==> src/rtl/div_sched.sv <==
// Two-requester front end sharing one iterative restoring divider.
// Round-robin arbitration, one operation in flight, one quotient bit per cycle.
module div_sched #(
   parameter int unsigned DATAWIDTH = 8
) (
   input  logic                 Clk,
   input  logic                 Rst,
   input  logic                 req0,
   input  logic                 req1,
   input  logic [DATAWIDTH-1:0] a0,
   input  logic [DATAWIDTH-1:0] b0,
   input  logic [DATAWIDTH-1:0] a1,
   input  logic [DATAWIDTH-1:0] b1,
   output logic                 gnt0,
   output logic                 gnt1,
   output logic                 done0,
   output logic                 done1,
   output logic [DATAWIDTH-1:0] quot,
   output logic [DATAWIDTH-1:0] rem,
   output logic                 dbz,
   output logic                 busy
);

   localparam int unsigned CW = (DATAWIDTH > 1) ? $clog2(DATAWIDTH) : 1;

   typedef enum logic [1:0] {
      IDLE = 2'd0,
      BUSY = 2'd1,
      DONE = 2'd2
   } state_t;

   state_t               state_q, state_d;
   logic [DATAWIDTH-1:0] dvd_q, dvd_d;
   logic [DATAWIDTH-1:0] dvs_q, dvs_d;
   logic [DATAWIDTH:0]   prem_q, prem_d;
   logic [CW-1:0]        cnt_q, cnt_d;
   logic                 owner_q, owner_d;
   logic                 last_q, last_d;
   logic                 gnt0_q, gnt0_d, gnt1_q, gnt1_d;
   logic                 done0_q, done0_d, done1_q, done1_d;
   logic [DATAWIDTH-1:0] quot_q, quot_d;
   logic [DATAWIDTH-1:0] rem_q, rem_d;
   logic                 dbz_q, dbz_d;

   logic [DATAWIDTH:0]   prem_sh;
   logic [DATAWIDTH:0]   prem_nx;
   logic                 fits;
   logic                 sel;

   always_ff @(posedge Clk or negedge Rst) begin
      if (!Rst) begin
         state_q <= IDLE;
         dvd_q   <= '0;
         dvs_q   <= '0;
         prem_q  <= '0;
         cnt_q   <= '0;
         owner_q <= 1'b0;
         last_q  <= 1'b1;
         gnt0_q  <= 1'b0;
         gnt1_q  <= 1'b0;
         done0_q <= 1'b0;
         done1_q <= 1'b0;
         quot_q  <= '0;
         rem_q   <= '0;
         dbz_q   <= 1'b0;
      end else begin
         state_q <= state_d;
         dvd_q   <= dvd_d;
         dvs_q   <= dvs_d;
         prem_q  <= prem_d;
         cnt_q   <= cnt_d;
         owner_q <= owner_d;
         last_q  <= last_d;
         gnt0_q  <= gnt0_d;
         gnt1_q  <= gnt1_d;
         done0_q <= done0_d;
         done1_q <= done1_d;
         quot_q  <= quot_d;
         rem_q   <= rem_d;
         dbz_q   <= dbz_d;
      end
   end

   always_comb begin
      state_d = state_q;
      dvd_d   = dvd_q;
      dvs_d   = dvs_q;
      prem_d  = prem_q;
      cnt_d   = cnt_q;
      owner_d = owner_q;
      last_d  = last_q;
      gnt0_d  = 1'b0;
      gnt1_d  = 1'b0;
      done0_d = 1'b0;
      done1_d = 1'b0;
      quot_d  = quot_q;
      rem_d   = rem_q;
      dbz_d   = dbz_q;
      sel     = 1'b0;

      // The dividend register doubles as the quotient shift register.
      prem_sh = {prem_q[DATAWIDTH-1:0], dvd_q[DATAWIDTH-1]};
      fits    = (prem_sh >= {1'b0, dvs_q});
      prem_nx = fits ? (prem_sh - {1'b0, dvs_q}) : prem_sh;

      unique case (state_q)
         IDLE: begin
            if (req0 || req1) begin
               sel     = (req0 && req1) ? ~last_q : req1;
               owner_d = sel;
               last_d  = sel;
               gnt0_d  = ~sel;
               gnt1_d  = sel;
               dvd_d   = sel ? a1 : a0;
               dvs_d   = sel ? b1 : b0;
               prem_d  = '0;
               cnt_d   = '0;
               state_d = BUSY;
            end
         end
         BUSY: begin
            // A zero divisor spends its single BUSY cycle here, then reports.
            if (dvs_q == '0) begin
               quot_d  = '1;
               rem_d   = dvd_q;
               dbz_d   = 1'b1;
               done0_d = ~owner_q;
               done1_d = owner_q;
               state_d = DONE;
            end else begin
               dvd_d  = {dvd_q[DATAWIDTH-2:0], fits};
               prem_d = prem_nx;
               cnt_d  = cnt_q + CW'(1);
               if (cnt_q == CW'(DATAWIDTH - 1)) begin
                  quot_d  = {dvd_q[DATAWIDTH-2:0], fits};
                  rem_d   = prem_nx[DATAWIDTH-1:0];
                  dbz_d   = 1'b0;
                  done0_d = ~owner_q;
                  done1_d = owner_q;
                  state_d = DONE;
               end
            end
         end
         DONE: begin
            state_d = IDLE;
         end
         default: begin
            state_d = IDLE;
         end
      endcase
   end

   assign gnt0  = gnt0_q;
   assign gnt1  = gnt1_q;
   assign done0 = done0_q;
   assign done1 = done1_q;
   assign quot  = quot_q;
   assign rem   = rem_q;
   assign dbz   = dbz_q;
   assign busy  = (state_q != IDLE);

endmodule

==> config.mk <==
export PLATFORM = sky130hd
export DESIGN_NAME = div_sched
export DESIGN_NICKNAME = d
export VERILOG_FILES = /design/src/rtl/div_sched.sv
export SDC_FILE = /design/constraint.sdc
export NUM_CORES = 1
export LEC_CHECK = 0
export CAP_MARGIN = 20
export CORE_UTILIZATION = 40
export DETAILED_ROUTE_END_ITERATION = 12
export GPL_TIMING_DRIVEN = 0
export PLACE_DENSITY = 0.67
export SYNTH_ARGS = -nofsm -noshare
export SYNTH_HDL_FRONTEND = slang
export SYNTH_SLANG_ARGS = --single-unit
==> constraint.sdc <==
create_clock -name Clk -period 2.9 [get_ports Clk]
set_clock_uncertainty 0.05 [all_clocks]
set_input_delay 0.58 -clock Clk [delete_from_list [all_inputs] [get_ports Clk]]
set_output_delay 0.58 -clock Clk [all_outputs]
set_load 0.01 [all_outputs]
Word level (Yosys, flattened, before mapping). Index checks and enable logic that the tools add are counted.

Output and inout bits: 22. Flip-flop bits (word level): 52. Logic and storage cells: 69.

Bitwise gates (word level): 3. Multiplexer cells: 33. Order comparisons: 1. Reductions and logical operators: 11. $add $sub $neg: 2. Eq/ne operators: 5.

Operator list (count): 8-bit 2-to-1 mux (11); 8-bit case mux with 2 select lines (2); 1-bit 2-to-1 mux (13); 9-bit by 8-bit greater-or-equal comparator with 1-bit output (1); 8-bit zero test (1); 8-bit subtractor (1); 2-bit 2-to-1 mux (3); 3-bit 2-to-1 mux (2); 3-bit case mux with 2 select lines (1); 2-bit AND reduction (3); 2-bit nonzero test (3); 2-bit inequality test (second input constant) (2); 2-bit case mux with 2 select lines (1); 3-bit by 1-bit adder with 3-bit output (second input constant) (1); 3-bit == test (second input constant) (1); 3-bit inequality test (second input constant) (1); 1-bit inverter (3); 3-bit AND reduction (1); 2-bit by 1-bit == test with 1-bit output (second input constant) (1); 2-bit zero test (1); 1-bit logical AND (1); 1-bit logical OR (1).

Logic depth before layout (Yosys ltp).
Depth in word-level cells: 5. Gate-level depth with buffers: 9.

Worst setup path after synthesis. Ideal clock, no wire load.

Path kind: reg-to-reg. Start point: reg dvd_q[7]. End point: reg rem_q[6], in the netlist rem[6]. Period minus slack after synthesis: 2016 ps. Setup time: 92 ps. Stages on the path, launching flop included: 10. Slack: 884 ps. Path buffers: 0. Arrival: 1874 ps. Path through: dfrtp_1 -> inv_1 -> ha_1 -> inv_1 -> fa_1 -> a211oi_2 -> or4b_1 -> o2111ai_1 -> mux2i_1 -> o31ai_2.

Longest elaborated chain between the ends: 4.

Ends and longest elaborated chain: start: declaration (line 33) `logic [DATAWIDTH-1:0] dvd_q, dvd_d;`; start signal: assignment (line 68) `dvd_q <= dvd_d;`; 8-bit subtractor / 9-bit by 8-bit greater-or-equal comparator with 1-bit output (equally long branches) (line 104, 103); 8-bit 2-to-1 mux * (line 104) `prem_nx = fits ? (prem_sh - {1'b0, dvs_q}) : prem_sh;`; 8-bit 2-to-1 mux * (line 134) `if (cnt_q == CW'(DATAWIDTH - 1)) begin`; 8-bit 2-to-1 mux * (line 123) `if (dvs_q == '0) begin`; end signal: assignment (line 79) `rem_q <= rem_d;`; end: declaration (line 42) `logic [DATAWIDTH-1:0] rem_q, rem_d;`.

Every way passes the cells marked *; elsewhere a longest branch is shown, timed or not. The select of a mux whose other input is x is not followed. A chain may end at the register's enable or synchronous reset.

Worst setup path in the final report. Ends and elaborated chain as after synthesis.

==> flow_summary.yaml <==
worst_hold_path:
  min_path_type: "in2async"
placed_design:
  globalplace.congestion: 0.872
  port_buffers: 57
  dp_cells: 441
  hpwl_um: 5210
clocking:
  htreeDepth: 2
  numCtsBuffers: 5
  post_cts_buffers: 0
  clock_sinks: 52
  cts_resized: 0
  ctsHoldBuffers: 0
  clk_latency_ns: 0.30
  clockBufferDepth: 2
  cts-root-buf: "clkbuf_8"
  cts_tree: "built"
  clk_pin_slew_worst_paths_ns: 0.09
synth:
  synth_edf_count: 0
  synth_cell_types: 50
  yosysSeqAreaShare_pct: 46.0
  synth.net_count: 334
  async_reset_ff_share_pct: 100
  postSynthCellCount: 287
  ys_ff_latch: 52
  netlist_area_mm2: 0.00283
  synth.yosys.warnings: 0
  synthFlopType: "dfrtp_1"
  postSynthAreaPerCell_um2: 9.87
routing:
  via_per_inst: 5.19
  drt_iter0_markers: 99
  wl_per_cell_um: 14.5
  num_vias: 2332
  ant_nets: 0
  drcViolationCount: 0
  finalWirelength_um: 6520
  drt_first_pass_iters: 4
critical_path:
  path_common_cell: "inv_1"
  critPathKind: "reg2reg"
  end_kind: "flop"
  worst-path-max-fanout: 4
  cp_slowest_cell: "or4b_1"
  cp.arrival_ns: 2.47
  cp-start-kind: "flop"
  required_ns: 3.07
  path_cells: "inv_1, ha_1, inv_1, fa_1, a211oi_2, or4b_1, o2111ai_1, mux2i_1, o31ai_2"
  slowest_delay_ns: 0.50
cells_and_area:
  n_antenna_cell: 0
  final_common_cell: "clkdlybuf4s50_1"
  num-fill-cells: 653
  fin_util_pct: 53.2
  syn_to_final_growth_pct: 28.2
  mostFrequentLayoutCells: "clkdlybuf4s50_1 (56), dfrtp_1 (51), nand2_1 (25)"
  nets: 399
  final_cells: 449
  layout-drive-gt1-share_pct: 8.78
global_routing:
  grt_use_total_pct: 19.4
  grt.overflow.total: 0
  antenna_found_initial: 0
  grt_max_degree: 34
  grt_pass1_wl_um: 11200
  first_global_vias: 2307
power:
  p_leak_nw: 1.55
  p_per_area_mw_per_mm2: 1240
  ir_drop_v: 0.000461
floorplanning:
  fp.dieArea_mm2: 0.00742
  io-pin-count: 58
  num_rows: 30
  fp.coreArea_mm2: 0.00683
  start_util_pct: 41.4
  fp.dieH_um: 86.1
  die_w_um: 86.1
outcome:
  status: "completed"
timing:
  post-route-period-util_pct: 79.4
  relSlewSlack_pct: 50.8
  min_period_ns: 2.30
  finalHoldViolations: 0
  max_freq_ghz: 0.434
  rsz0062_at_grt: "no"
  timing.final.setup_violations: 0
  maxSlewViolCount: 0
  tightest_slew_ns: 0.732
job:
  maxCapViolCount: 0
==> kinds of logic (layout without fill, tap and decap cells) <==
family | after synthesis | count (layout) | synth area share [%]
AO/OA/AOI/OAI | 97 | 97 | 22.2
flip-flops | 52 | 52 | 46.0
XOR/XNOR | 2 | 2 | 0.619
adder cells (fa/ha/maj) | 11 | 11 | 5.13
multiplexers | 19 | 19 | 6.89
AND/OR/NAND/NOR | 73 | 73 | 13.3
buffers and inverters | 33 | 99 | 5.92
==> registers in the layout, indices dropped and copies added, names as in the netlist, 2 cells and up <==
register	flops
cnt_q	3
dvd_q	8
dvs_q	8
prem_q	8
quot	8
rem	8
state_q	2
==> area by class of cell <==
cell class                      instances  area (um2)  share of cell area (%)
Multi-Input combinational cell        202        1360                    37.5
Sequential cell                        52        1300                    35.9
Clock inverter                          1        7.51                   0.207
Tap cell                               96         120                    3.31
Inverter                               18        67.6                    1.86
Timing Repair Buffer                   58         586                    16.1
Buffer                                 15         100                    2.76
Clock buffer                            7        86.3                    2.38
==> worst paths after layout <==
check / start / to / slack (ns) / cells past startpoint
worst max-delay path: dvd_q[7] / rem[6] / 0.60 / 9
worst min-delay path: Rst / done1 / 0.17 / 1
worst max register to register: dvd_q[7] / rem[6] / 0.60 / 9
worst min register to register: owner_q / done0 / 0.41 / 1
max in group asynchronous: Rst / prem_q[3] / 2.10 / 2
min in group Clk: owner_q / done0 / 0.41 / 1
==> through the flow <==
step                      TNS (ns)  hold WS, ns  area (um2)  total power [mW]  setup WS (ns)
after global routing             0        0.197        3630              4.92          0.384
after detailed placement         0        0.400        3540              4.11          0.495
final                            0        0.168        3630              4.51          0.598
after global placement      -19.19        0.389        3520              4.03         -0.379
after floorplan                  0        0.234        2830              3.26          0.884
after CTS                        0        0.186        3630              4.54          0.587
==> synthesized netlist by cell type, drive strengths merged, types with 4 or more instances <==
cell    number  area, um2
o22ai        6       37.5
clkbuf       6       22.5
nor2        17       66.3
nor2b        4       25.0
and2         4       25.0
a31oi        5       31.3
a21o         5       38.8
a22oi        4       30.0
mux2i       18        180
a21oi       21        109
inv         18       67.6
dfrtp       51       1280
nand2       25       93.8
o22a         6       52.6
ha          10        125
o21ai       33        173
nand3       11       55.1
buf          9       77.6
a211oi       4       35.0
==> per-layer routing <==
metal | track usage (%) | wire length, um
met4 | 5.00 | 40
met5 | 0 | 0
met3 | 3.66 | 298
met2 | 31.2 | 3050
met1 | 27.0 | 3130
==> report_power, final <==
part           total [mW]  internal (mW)  switching [mW]
clock network       0.426          0.194           0.232
logic                2.71           1.26            1.46
registers            1.37           1.08           0.292
total                4.51           2.53            1.98
==> worst max-delay path, delay by kind of cell (launching register included) <==
family,cells,cell delay [ns]
flops,1,0.42
buf+inv,2,0.15
mux,1,0.17
simple gates,1,0.50
compound gates,3,0.46
fa+ha+maj,2,0.47
(Power assumes the default switching activity.)
